===== src/rtl/usb_txn_scheduler.sv =====
// Host-side USB transaction scheduler: round-robin endpoint arbitration, then
// token / data / handshake sequencing with per-endpoint data toggles and timeout retry.
module usb_txn_scheduler #(
  parameter int NUM_EP    = 4,
  parameter int RETRY_MAX = 3,
  parameter int TW        = 16
) (
  input  logic              clk_i,
  input  logic              rst_i,
  input  logic [NUM_EP-1:0] req_i,
  input  logic [NUM_EP-1:0] req_dir_i,
  output logic [NUM_EP-1:0] grant_o,
  output logic              done_o,
  output logic [1:0]        status_o,
  output logic              rx_discard_o,
  output logic              tok_start_o,
  output logic [3:0]        tok_pid_o,
  output logic [2:0]        tok_ep_o,
  input  logic              tok_done_i,
  output logic              dat_start_o,
  output logic [3:0]        dat_pid_o,
  input  logic              dat_done_i,
  input  logic              rx_pid_en_i,
  input  logic [3:0]        rx_pid_i,
  input  logic              rx_eop_en_i,
  output logic              hs_start_o,
  input  logic              hs_done_i,
  input  logic [TW-1:0]     time_threshold_i,
  output logic              d_oe_o,
  output logic              busy_o
);

  localparam int IW = (NUM_EP > 1) ? $clog2(NUM_EP) : 1;
  localparam int RW = (RETRY_MAX > 0) ? $clog2(RETRY_MAX + 1) : 1;
  localparam logic [RW-1:0] RETRY_LIM = RW'(RETRY_MAX);

  localparam logic [3:0] PID_OUT   = 4'b0001;
  localparam logic [3:0] PID_IN    = 4'b1001;
  localparam logic [3:0] PID_ACK   = 4'b0010;
  localparam logic [3:0] PID_NAK   = 4'b1010;
  localparam logic [3:0] PID_STALL = 4'b1110;
  localparam logic [3:0] PID_DATA0 = 4'b0011;
  localparam logic [3:0] PID_DATA1 = 4'b1011;

  typedef enum logic [3:0] {
    S_IDLE, S_ARB, S_TOKEN, S_OUT_DATA, S_WAIT_HS,
    S_WAIT_DATA, S_RX_DATA, S_SEND_ACK, S_DONE
  } state_t;

  state_t            state_q, state_d;
  logic [IW-1:0]     ptr_q, ptr_d;
  logic [IW-1:0]     idx_q, idx_d;
  logic              dir_q, dir_d;
  logic [NUM_EP-1:0] grant_q, grant_d;
  logic [NUM_EP-1:0] toggle_q, toggle_d;
  logic [RW-1:0]     retry_q, retry_d;
  logic [TW-1:0]     timer_q, timer_d;
  logic              match_q, match_d;
  logic [1:0]        status_q, status_d;
  logic              done_q, done_d;
  logic              rx_discard_q, rx_discard_d;
  logic              tok_start_q, tok_start_d;
  logic              dat_start_q, dat_start_d;
  logic              hs_start_q, hs_start_d;
  logic [3:0]        tok_pid_q, tok_pid_d;
  logic [2:0]        tok_ep_q, tok_ep_d;
  logic [3:0]        dat_pid_q, dat_pid_d;
  logic              d_oe_q, d_oe_d;

  logic [IW-1:0]     arb_idx;
  logic              arb_found;
  logic [NUM_EP-1:0] arb_onehot;
  logic              timeout;

  function automatic logic [IW-1:0] wrap_add(input logic [IW-1:0] base, input int off);
    int sum;
    sum = int'(base) + off;
    if (sum >= NUM_EP) sum = sum - NUM_EP;
    return IW'(sum);
  endfunction

  // Scan from the farthest candidate to the nearest so the nearest set bit after the pointer wins.
  always_comb begin
    arb_idx   = ptr_q;
    arb_found = 1'b0;
    for (int off = NUM_EP; off >= 1; off--) begin
      if (req_i[wrap_add(ptr_q, off)]) begin
        arb_idx   = wrap_add(ptr_q, off);
        arb_found = 1'b1;
      end
    end
  end

  for (genvar gi = 0; gi < NUM_EP; gi++) begin : g_onehot
    assign arb_onehot[gi] = (arb_idx == IW'(gi));
  end

  always_ff @(posedge clk_i or posedge rst_i) begin
    if (rst_i) begin
      state_q      <= S_IDLE;
      ptr_q        <= IW'(NUM_EP - 1);
      idx_q        <= '0;
      dir_q        <= 1'b0;
      grant_q      <= '0;
      toggle_q     <= '0;
      retry_q      <= '0;
      timer_q      <= '0;
      match_q      <= 1'b0;
      status_q     <= 2'b00;
      done_q       <= 1'b0;
      rx_discard_q <= 1'b0;
      tok_start_q  <= 1'b0;
      dat_start_q  <= 1'b0;
      hs_start_q   <= 1'b0;
      tok_pid_q    <= 4'b0000;
      tok_ep_q     <= 3'b000;
      dat_pid_q    <= 4'b0000;
      d_oe_q       <= 1'b0;
    end else begin
      state_q      <= state_d;
      ptr_q        <= ptr_d;
      idx_q        <= idx_d;
      dir_q        <= dir_d;
      grant_q      <= grant_d;
      toggle_q     <= toggle_d;
      retry_q      <= retry_d;
      timer_q      <= timer_d;
      match_q      <= match_d;
      status_q     <= status_d;
      done_q       <= done_d;
      rx_discard_q <= rx_discard_d;
      tok_start_q  <= tok_start_d;
      dat_start_q  <= dat_start_d;
      hs_start_q   <= hs_start_d;
      tok_pid_q    <= tok_pid_d;
      tok_ep_q     <= tok_ep_d;
      dat_pid_q    <= dat_pid_d;
      d_oe_q       <= d_oe_d;
    end
  end

  always_comb begin
    state_d      = state_q;
    ptr_d        = ptr_q;
    idx_d        = idx_q;
    dir_d        = dir_q;
    grant_d      = grant_q;
    toggle_d     = toggle_q;
    retry_d      = retry_q;
    match_d      = match_q;
    status_d     = status_q;
    rx_discard_d = 1'b0;
    tok_start_d  = 1'b0;
    dat_start_d  = 1'b0;
    hs_start_d   = 1'b0;
    tok_pid_d    = tok_pid_q;
    tok_ep_d     = tok_ep_q;
    dat_pid_d    = dat_pid_q;
    timeout      = 1'b0;
    timer_d      = (timer_q == '1) ? timer_q : timer_q + 1'b1;

    case (state_q)
      S_IDLE: begin
        if (|req_i) state_d = S_ARB;
      end
      S_ARB: begin
        // A request withdrawn before arbitration simply returns to idle.
        if (arb_found) begin
          ptr_d       = arb_idx;
          idx_d       = arb_idx;
          dir_d       = req_dir_i[arb_idx];
          grant_d     = arb_onehot;
          retry_d     = '0;
          tok_pid_d   = req_dir_i[arb_idx] ? PID_IN : PID_OUT;
          tok_ep_d    = 3'(arb_idx);
          tok_start_d = 1'b1;
          state_d     = S_TOKEN;
        end else begin
          state_d = S_IDLE;
        end
      end
      S_TOKEN: begin
        if (tok_done_i) begin
          timer_d = '0;
          if (dir_q) begin
            state_d = S_WAIT_DATA;
          end else begin
            dat_pid_d   = toggle_q[idx_q] ? PID_DATA1 : PID_DATA0;
            dat_start_d = 1'b1;
            state_d     = S_OUT_DATA;
          end
        end
      end
      S_OUT_DATA: begin
        if (dat_done_i) begin
          timer_d = '0;
          state_d = S_WAIT_HS;
        end
      end
      S_WAIT_HS: begin
        if (rx_pid_en_i) begin
          case (rx_pid_i)
            PID_ACK: begin
              toggle_d[idx_q] = ~toggle_q[idx_q];
              status_d        = 2'b00;
              state_d         = S_DONE;
            end
            PID_NAK: begin
              status_d = 2'b01;
              state_d  = S_DONE;
            end
            PID_STALL: begin
              status_d = 2'b10;
              state_d  = S_DONE;
            end
            default: timeout = 1'b1;
          endcase
        end else if (timer_q == time_threshold_i) begin
          timeout = 1'b1;
        end
      end
      S_WAIT_DATA: begin
        if (rx_pid_en_i) begin
          case (rx_pid_i)
            PID_DATA0, PID_DATA1: begin
              match_d = (rx_pid_i[3] == toggle_q[idx_q]);
              state_d = S_RX_DATA;
            end
            PID_NAK: begin
              status_d = 2'b01;
              state_d  = S_DONE;
            end
            PID_STALL: begin
              status_d = 2'b10;
              state_d  = S_DONE;
            end
            default: timeout = 1'b1;
          endcase
        end else if (timer_q == time_threshold_i) begin
          timeout = 1'b1;
        end
      end
      S_RX_DATA: begin
        if (rx_eop_en_i) begin
          hs_start_d = 1'b1;
          state_d    = S_SEND_ACK;
        end
      end
      S_SEND_ACK: begin
        // Duplicate data is still acknowledged so the device advances, but is flagged for discard.
        if (hs_done_i) begin
          if (match_q) toggle_d[idx_q] = ~toggle_q[idx_q];
          rx_discard_d = ~match_q;
          status_d     = 2'b00;
          state_d      = S_DONE;
        end
      end
      S_DONE: begin
        grant_d = '0;
        state_d = S_IDLE;
      end
      default: state_d = S_IDLE;
    endcase

    if (timeout) begin
      if (retry_q < RETRY_LIM) begin
        retry_d     = retry_q + 1'b1;
        tok_start_d = 1'b1;
        state_d     = S_TOKEN;
      end else begin
        status_d = 2'b11;
        state_d  = S_DONE;
      end
    end

    done_d = (state_d == S_DONE);
    d_oe_d = (state_d == S_TOKEN) || (state_d == S_OUT_DATA) || (state_d == S_SEND_ACK);
  end

  assign grant_o      = grant_q;
  assign done_o       = done_q;
  assign status_o     = status_q;
  assign rx_discard_o = rx_discard_q;
  assign tok_start_o  = tok_start_q;
  assign tok_pid_o    = tok_pid_q;
  assign tok_ep_o     = tok_ep_q;
  assign dat_start_o  = dat_start_q;
  assign dat_pid_o    = dat_pid_q;
  assign hs_start_o   = hs_start_q;
  assign d_oe_o       = d_oe_q;
  assign busy_o       = (state_q != S_IDLE);

endmodule


===== config.mk =====
export PLATFORM = sky130hd
export DESIGN_NAME = usb_txn_scheduler
export DESIGN_NICKNAME = d
export VERILOG_FILES = /design/src/rtl/usb_txn_scheduler.sv
export SDC_FILE = /design/constraint.sdc
export NUM_CORES = 1
export LEC_CHECK = 0
export CORE_MARGIN = 2
export CORE_UTILIZATION = 51
export DETAILED_ROUTE_END_ITERATION = 6
export PLACE_DENSITY_LB_ADDON = 0.25
export SYNTH_ARGS = -nofsm -noshare
export SYNTH_HDL_FRONTEND = slang
export SYNTH_SLANG_ARGS = --single-unit

===== constraint.sdc =====
create_clock -name clk_i -period 1.9 [get_ports clk_i]
set_input_delay 0.19 -clock clk_i [delete_from_list [all_inputs] [get_ports clk_i]]
set_output_delay 0.19 -clock clk_i [all_outputs]
set_load 0.01 [all_outputs]

Word-level counts from Yosys, hierarchy flattened. Index checks and enable logic that the tools add are counted.

Mux-type cells: 83. Divide/modulo/power cells: 0. Multipliers: 0. Shifts and indexed selects: 0. Equal/unequal tests: 28. $add $sub $neg: 10. Bitwise gates (word level): 3. Reduce and logical (&&, ||, !) cells: 18. Magnitude comparators: 12.

Operator list (number): $mux W4 (17); $mux W16 (3); $mux W2 (18); $pmux W16 S2 (1); $pmux W4 S8 (1); $mux W1 (27); $eq A4 B2 Y1 const B (6); $pmux W4 S2 (3); $eq A4 B3 Y1 const B (5); $eq A4 B4 Y1 const B (5); $lt A2 B3 Y1 const B (6); $add A16 B1 Y16 const B (1); $eq A16 B16 Y1 (1); $eq A16 B16 Y1 const B (1); $bmux W1 S2 (6); $pmux W2 S3 (2); $ge A3 B3 Y1 const B (3); $ne A2 B2 Y1 const B (4); $reduce_or A4 Y1 (2); $sub A2 B1 Y2 const B (4); $add A2 B2 Y3 const B (2); $reduce_and A3 Y1 (2); $reduce_and A5 Y1 (1); $add A2 B3 Y4 const B (1); 25 further kinds (32).

Register bits after elaboration: 52. Input port bits: 35. RAM bits: 0. Logic and storage cells: 172. Memories: 0. Latch bits: 0. Output and inout port bits: 24. Memory bits (read-only): 0.

Logic depth before layout (Yosys ltp). Gate-level depths: netlist of the first run.

Word-level depth: 15. Gate-level depth with buffers: 7. Depth with buffers taken out: 6.

Worst setup path after synthesis of the first run. Ideal clock, no wire load.

Path kind: reg2reg. Start: register state_q[1]. End: register toggle_q[0]. Arrival: 1.707 ns. Data required time: 1.821 ns. Stages on the path, launching flop included: 7. Path buffers: 1. Period minus slack after synthesis: 1.786 ns. Library setup time: 0.079 ns. Setup slack: 0.114 ns. Cell sequence: dfrtp_1 -> buf_6 -> or2_4 -> or4_4 -> a21oi_2 -> nor3b_2 -> xor2_1.

Longest elaborated chain between the ends: 3. Elaborated cells on any way between the ends: 9. Those cells by class: eq/ne: 6; mux: 1; reduce/logical: 2.

RTL lines: from (decl) (line 50) `state_t state_q, state_d;`; from (signal assigned) (line 120) `state_q <= state_d;`; $eq A4 B3 Y1 (line 162) `case (state_q)`; $ne A2 B1 Y1 (no source line), or another cell as far along; $reduce_and A5 Y1 (no source line); to (signal assigned) (line 125) `toggle_q <= toggle_d;`; to (decl) (line 55) `logic [NUM_EP-1:0] toggle_q, toggle_d;`.

Parallel ways exist; a longest one is shown, timed or not. A chain may end at the register's enable or synchronous reset.

Worst setup path in the final report of the first run.
Start: register state_q[1]. End: output port busy_o.

Longest elaborated chain between the ends: 1.

RTL lines: $reduce_bool A4 Y1 (line 291) `assign busy_o = (state_q != S_IDLE);`; to (decl) (line 30) `output logic busy_o`.

No other way between the ends.

==> results.sh, run 1 <==
export IMPL_clockBufferDepth=2
export IMPL_grt_pass1_vias=2386
export IMPL_cts_root_buf="clkbuf_8"
export IMPL_post_route_drc_count=0
export IMPL_ctsHoldBuffers=0
export IMPL_port_buffers=54
export IMPL_reg2reg_slack_ps=120
export IMPL_insertion_delay_ps=300
export IMPL_fmax_mhz=555.2
export IMPL_r2r_cells=6
export IMPL_post_place_ws_ps=-91.38
export IMPL_cts_made_buffers=5
export IMPL_timing_rr_start="timer_q[3]$_DFF_PP0_"
export IMPL_synth_seq_area_share=0.4234
export IMPL_synth_seq_cells=47
export IMPL_async_reset_ff_frac=1.000
export IMPL_syn_area_sq_mm=0.002784
export IMPL_placed_cells=435
export IMPL_die_h_microns=77.88
export IMPL_reg2reg_to="timer_q[12]$_DFF_PP0_"
export IMPL_clk_pin_slew_worst_paths_ps=80
export IMPL_fin_nets=409
export IMPL_final_layout_size_suffix_gt1_frac=0.1233
export IMPL_critPathMaxFanout=18
export IMPL_register_area_sq_mm=0.001179
export IMPL_finalClockSkew_ps=2.944
export IMPL_finalHoldViolations=0
export IMPL_synth_area_leaders="dfrtp_1, xor2_1, xnor2_1"
export IMPL_htree_levels=2
export IMPL_vias=2499
export IMPL_required_ps=1710
export IMPL_synth_cell_types=60
export IMPL_worstSetupEndpointType="output port"
export IMPL_hp_class="primary input to asynchronous set/reset pin"
export IMPL_antenna_left=0
export IMPL_slowest_stage="clkdlybuf4s50_1"
export IMPL_area_growth_pct=31.95
export IMPL_path_cells="buf_4 > nor2_2 > nand2_1 > clkdlybuf4s50_1"
export IMPL_arrival_ps=1610
export IMPL_fill_cells=401
export IMPL_status="finished clean"
export IMPL_power_leakage_nw=1.578
export IMPL_cts_sinks=47
export IMPL_multi_input_comb_area_sq_mm=0.001519
export IMPL_drv_slew=0
export IMPL_clkPwrFrac=0.167
export IMPL_synth_edf_count=0
export IMPL_hpwl_mm=5.060
export IMPL_finalCritPeriodShare=0.9481
export IMPL_path_class="flip-flop to output port"
export IMPL_grt_max_degree=32
export IMPL_pwr_share_seq=0.364
export IMPL_placementRows=26
export IMPL_max_stage_delay_ps=490
export IMPL_finalSetupViolations=0
export IMPL_antenna_found_initial=0
export IMPL_first_pass_iters=5
export IMPL_fin_crit_ps=1801
export IMPL_antennaDiodeCount=0
export IMPL_path_buf_inv=2
export IMPL_wire_per_inst_microns=14.98
export IMPL_holdWs_ps=174.2
export IMPL_final_common_cell="clkdlybuf4s50_1"
export IMPL_synthFlopType="dfrtp_1"
export IMPL_instances_no_fill=443
export IMPL_setup_worst_path_start_class="flip-flop"
export IMPL_internal_power_w=0.002725
export IMPL_via_per_inst=5.641
export IMPL_synth_avg_cell_area_sq_um=9.280
export IMPL_critical_path_top_delay_family="buffers and inverters"
export IMPL_yosysTopAreaCell="dfrtp_1"
export IMPL_core_area_sq_mm=0.005172
export IMPL_final_cell_mix="clkdlybuf4s50_1, dfrtp_1, nand2_1, buf_4, nor2_1"
export IMPL_setup_slack_ps=98.70
export IMPL_dieArea_sq_mm=0.006065
export IMPL_worst_pin_slew_ps=595.2
export IMPL_io_pins=59
export IMPL_p_sw_w=0.001652
export IMPL_grt_ovfl_total=0
export IMPL_ir_worst_vdd_mv=0.7496
export IMPL_gp_congestion=0.8605
export IMPL_cap_violations=0
export IMPL_relSlewSlack=0.6028
export IMPL_dieWidth_microns=77.88
export IMPL_grt_pass1_wl_mm=11.22
export IMPL_sw_frac_of_total=0.3774
export IMPL_routed_wl_mm=6.634
export IMPL_grt_usage=0.2308
export IMPL_drtIter0Drc=234
export IMPL_powerDensity_mw_per_mm2=1191
export IMPL_cts_tree="yes"
export IMPL_ys_warn_count=0
export IMPL_rsz0062_at_grt="false"
export IMPL_syn_inst=300
export IMPL_combPwrFrac=0.469
export IMPL_initial_core_util=0.5382
export IMPL_synth_top_cell_area_share=0.4045
-- repair_timing --
action,in CTS,in global routing
endpoints found under the setup margin,15,5
pin swaps,0,3
resized for setup,1,5
buffers inserted,0,0
-- sequential cells by signal (all words and copies together), names as in the netlist, 2 cells and up --
name	flops
timer_q	16
status_o	2
retry_q	2
state_q	4
tok_ep_o	2
dat_pid_o	2
toggle_q	4
grant_o	4
ptr_q	2
-- logic make-up after synthesis --
kind of cell | Yosys count | synth area share
compound gates | 58 | 0.1389
buf+inv | 24 | 0.04494
other cells | 1 | 0.001347
xor+xnor | 31 | 0.09753
simple gates | 128 | 0.2472
fa+ha+maj | 2 | 0.008987
flops | 47 | 0.4234
mux | 9 | 0.03775
-- worst max-delay path by stage --
stage,depth (start not counted),start,endpoint
after floorplan,6,state_q[1]$_DFF_PP0_,toggle_q[0]$_DFFE_PP0P_
after global placement,6,rx_pid_i[2],d_oe_o$_DFF_PP0_
after detailed placement,6,rx_pid_i[0],toggle_q[0]$_DFFE_PP0P_
after CTS,3,state_q[2]$_DFF_PP0_,busy_o
after global routing,6,timer_q[3]$_DFF_PP0_,timer_q[12]$_DFF_PP0_
final,4,state_q[1]$_DFF_PP0_,busy_o
-- final cells by class --
cell class	instances	share of cell area
clock buffers	5	0.01873
clock inverters	3	0.01192
inverters	8	0.008174
multi-input cells	232	0.4135
flip-flops and latches	47	0.3208
well taps	70	0.02384
repair buffers	78	0.2030
-- cells in the mapped netlist (2+ instances only) --
cell	instances
xnor2_1	14
nand3b_1	5
o22ai_1	2
a311oi_1	2
or3_1	2
o21a_1	7
and4b_1	2
o31ai_1	3
and3_1	3
dfrtp_1	45
a211oi_1	4
and4_1	2
buf_4	6
nor2_1	23
nor4_1	6
nand2b_1	6
nand4_1	4
nor3_1	10
a21oi_1	14
o21ai_0	6
a31oi_1	4
o41ai_1	2
nor3b_1	3
mux2i_1	6
mux2_1	2
dfstp_2	2
inv_1	8
nor2b_1	4
nand2_1	28
buf_2	4
nand3_1	18
o21ai_1	4
ha_1	2
clkbuf_1	5
xor2_1	17
-- power groups by stage --
stage	clock [W]	sequential [W]	combinational (W)
6_report	0.000729	0.00159	0.00205
3_3_place_gp	0	0.00158	0.00199
4_1_cts	0.000753	0.00158	0.00204
5_1_grt	0.000791	0.00163	0.00226
2_1_floorplan	0	0.00160	0.00122
3_5_place_dp	0	0.00160	0.00202
-- routing by layer --
metal	wire length (microns)	track usage	vias up
met5	0	0	-
met4	87	0.07143	0
met3	472	0.04535	9
met2	3072	0.3474	92
met1	3002	0.3356	1187
li1	-	-	1211
-- metrics by stage --
| stage | cell area (sq um) | utilization | setup TNS (ps) | power, W |
|---|---|---|---|---|
| global route | 3674 | 0.7102 | 0 | 0.004686 |
| global placement | 3533 | 0.6831 | -125.3 | 0.003574 |
| CTS | 3649 | 0.7054 | 0 | 0.004370 |
| detailed placement | 3533 | 0.6831 | -626.9 | 0.003619 |
| floorplan | 2795 | - | 0 | 0.002817 |
| finish | 3674 | 0.7102 | 0 | 0.004377 |
Note: power is estimated with default switching activity, not from simulation.
==> run 2, diff against run 1 <==
--- a/config.mk
+++ b/config.mk
@@ -5,6 +5,7 @@
 export SDC_FILE = /design/constraint.sdc
 export NUM_CORES = 1
 export LEC_CHECK = 0
+export CAP_MARGIN = 20
 export CORE_MARGIN = 2
 export CORE_UTILIZATION = 51
 export DETAILED_ROUTE_END_ITERATION = 6
==> results of run 2 <==
Same layout as run 1: the final DEF is identical, and so are final timing and power.
==> run 3, diff against run 2 <==
--- a/config.mk
+++ b/config.mk
@@ -7,7 +7,7 @@
 export LEC_CHECK = 0
 export CAP_MARGIN = 20
 export CORE_MARGIN = 2
-export CORE_UTILIZATION = 51
+export CORE_UTILIZATION = 45
 export DETAILED_ROUTE_END_ITERATION = 6
 export PLACE_DENSITY_LB_ADDON = 0.25
 export SYNTH_ARGS = -nofsm -noshare
==> constraint.sdc (replaced) <==
create_clock -name clk_i -period 2 [get_ports clk_i]
set_input_delay 0.2 -clock clk_i [delete_from_list [all_inputs] [get_ports clk_i]]
set_output_delay 0.2 -clock clk_i [all_outputs]
set_load 0.01 [all_outputs]
==> run 3 against run 2 <==
Effect of this change: critical path depth up 1; total power down 9.7%; die area up 13%; sequential share of layout area up 0.94 points; via count up 0.80%; sequential power down 6%; design area down 2.9%; hold slack better by 60 ps; combinational power down 6%; global-route usage down 1.8 points; wire length up 3.3%.
==> results.sh, run 3 (synthesis gave the netlist of run 1 again) <==
export IMPL_fin_nets=404
export IMPL_path_cells="buf_4 > nor2_1 > buf_4 > nand2_1 > clkdlybuf4s50_1"
export IMPL_post_route_drc_count=0
export IMPL_routed_wl_mm=6.852
export IMPL_gp_congestion=0.9086
export IMPL_via_per_inst=5.712
export IMPL_first_pass_iters=7
export IMPL_post_place_ws_ps=-24.36
export IMPL_largest_reg_flops=16
export IMPL_ir_worst_vdd_mv=0.6529
export IMPL_dieWidth_microns=82.66
export IMPL_antenna_left=0
export IMPL_grt_usage=0.2130
export IMPL_core_area_sq_mm=0.005956
export IMPL_critical_path_top_delay_family="buffers and inverters"
export IMPL_cp_common_cell="buf_4"
export IMPL_finalHoldViolations=0
export IMPL_use_met2=0.3331
export IMPL_max_stage_delay_ps=480
export IMPL_cap_violations=0
export IMPL_finalSetupViolations=0
export IMPL_final_layout_size_suffix_gt1_frac=0.09563
export IMPL_final_cell_mix="clkdlybuf4s50_1, dfrtp_1, nand2_1, nor2_1"
export IMPL_fin_tns_setup_ps=0
export IMPL_io_pins=59
export IMPL_wire_per_inst_microns=15.54
export IMPL_grt_ovfl_total=0
export IMPL_initial_core_util=0.4674
export IMPL_largest_register="timer_q"
export IMPL_vias=2519
export IMPL_cts_tree="yes"
export IMPL_grt_max_degree=29
export IMPL_cts_sinks=47
export IMPL_grt_pass1_wl_mm=11.07
export IMPL_clk_pin_slew_worst_paths_ps=80
export IMPL_power_leakage_nw=1.520
export IMPL_rsz0062_at_grt="false"
export IMPL_status="finished clean"
export IMPL_p_total_w=0.003950
export IMPL_final_common_cell="clkdlybuf4s50_1"
export IMPL_grt_pass1_vias=2265
export IMPL_drtIter0Drc=160
export IMPL_clockBufferDepth=2
export IMPL_cts_root_buf="clkbuf_8"
export IMPL_antenna_found_initial=0
export IMPL_antennaDiodeCount=0
export IMPL_drv_slew=0
export IMPL_fmax_mhz=538.0
export IMPL_required_ps=1800
export IMPL_setup_worst_path_start_class="flip-flop"
export IMPL_finalClockSkew_ps=4.246
export IMPL_die_h_microns=82.66
export IMPL_critPathMaxFanout=9
export IMPL_worstSetupEndpointType="output port"
export IMPL_placementRows=28
export IMPL_grt_met1_usage=0.2951
export IMPL_slowest_stage="clkdlybuf4s50_1"
export IMPL_setup_slack_ps=141.4
export IMPL_hpwl_mm=5.108
export IMPL_finalCritPeriodShare=0.9293
export IMPL_hp_class="primary input to asynchronous set/reset pin"
export IMPL_path_class="flip-flop to output port"
export IMPL_port_buffers=54
export IMPL_dieArea_sq_mm=0.006832
export IMPL_fin_crit_ps=1859
export IMPL_area_growth_pct=28.18
export IMPL_powerDensity_mw_per_mm2=1107
export IMPL_grt_busiest_layer="met2"
export IMPL_arrival_ps=1660
export IMPL_path_buf_inv=3
export IMPL_ctsHoldBuffers=0
export IMPL_insertion_delay_ps=290
export IMPL_reg2reg_slack_ps=170
export IMPL_htree_levels=2
export IMPL_holdWs_ps=234.3
export IMPL_cts_made_buffers=5
export IMPL_grtUsageMet3=0.04783
run 3: final timing paths:
kind	start	end	depth (start not counted)
max in group asynchronous	rst_i	ptr_q[0]$_DFFE_PP1P_	3
min	rst_i	timer_q[5]$_DFF_PP0_	2
max reg2reg	state_q[1]$_DFF_PP0_	toggle_q[0]$_DFFE_PP0P_	5
max	state_q[3]$_DFF_PP0_	busy_o	5
min in group clk_i	tok_pid_o[0]$_DFFE_PP0P_	tok_pid_o[0]$_DFFE_PP0P_	1
min reg2reg	tok_pid_o[0]$_DFFE_PP0P_	tok_pid_o[0]$_DFFE_PP0P_	1
run 3: what timing repair did:
| action | in CTS | in global routing |
|---|---|---|
| resized for setup | 0 | 1 |
| setup buffers | 0 | 0 |
| endpoints found under the hold margin | 0 | 0 |
| endpoints found under the setup margin | 0 | 1 |
run 3: per-layer routing:
layer  routed length [microns]  up-vias  share of wire
met5                         0        -              0
met4                        45        0         0.0066
li1                          -     1199              -
met3                       397        4          0.058
met1                      3065     1219           0.45
met2                      3343       97           0.49
run 3: cell type report:
class | count | area (sq um)
multi-input cells | 232 | 1498
inverters | 8 | 30.03
well taps | 75 | 93.84
fillers | 537 | 2387
repair buffers | 73 | 695.7
clock buffers | 6 | 72.57
flip-flops and latches | 47 | 1179
run 3: report_power, final:
| group | switching [W] | internal, W | total, W |
|---|---|---|---|
| registers | 0.000258 | 0.00124 | 0.00150 |
| logic | 0.000972 | 0.000949 | 0.00192 |
| clock network | 0.000293 | 0.000234 | 0.000526 |
run 3: per-stage QoR:
| stage | util | instances | area [sq um] |
|---|---|---|---|
| 2_1_floorplan | - | 303 | 2795 |
| 3_3_place_gp | 0.5859 | 435 | 3490 |
| 3_5_place_dp | 0.5859 | 435 | 3490 |
| 4_1_cts | 0.5981 | 441 | 3562 |
| 5_1_grt | 0.5992 | 441 | 3568 |
| 6_report | 0.5992 | 441 | 3568 |
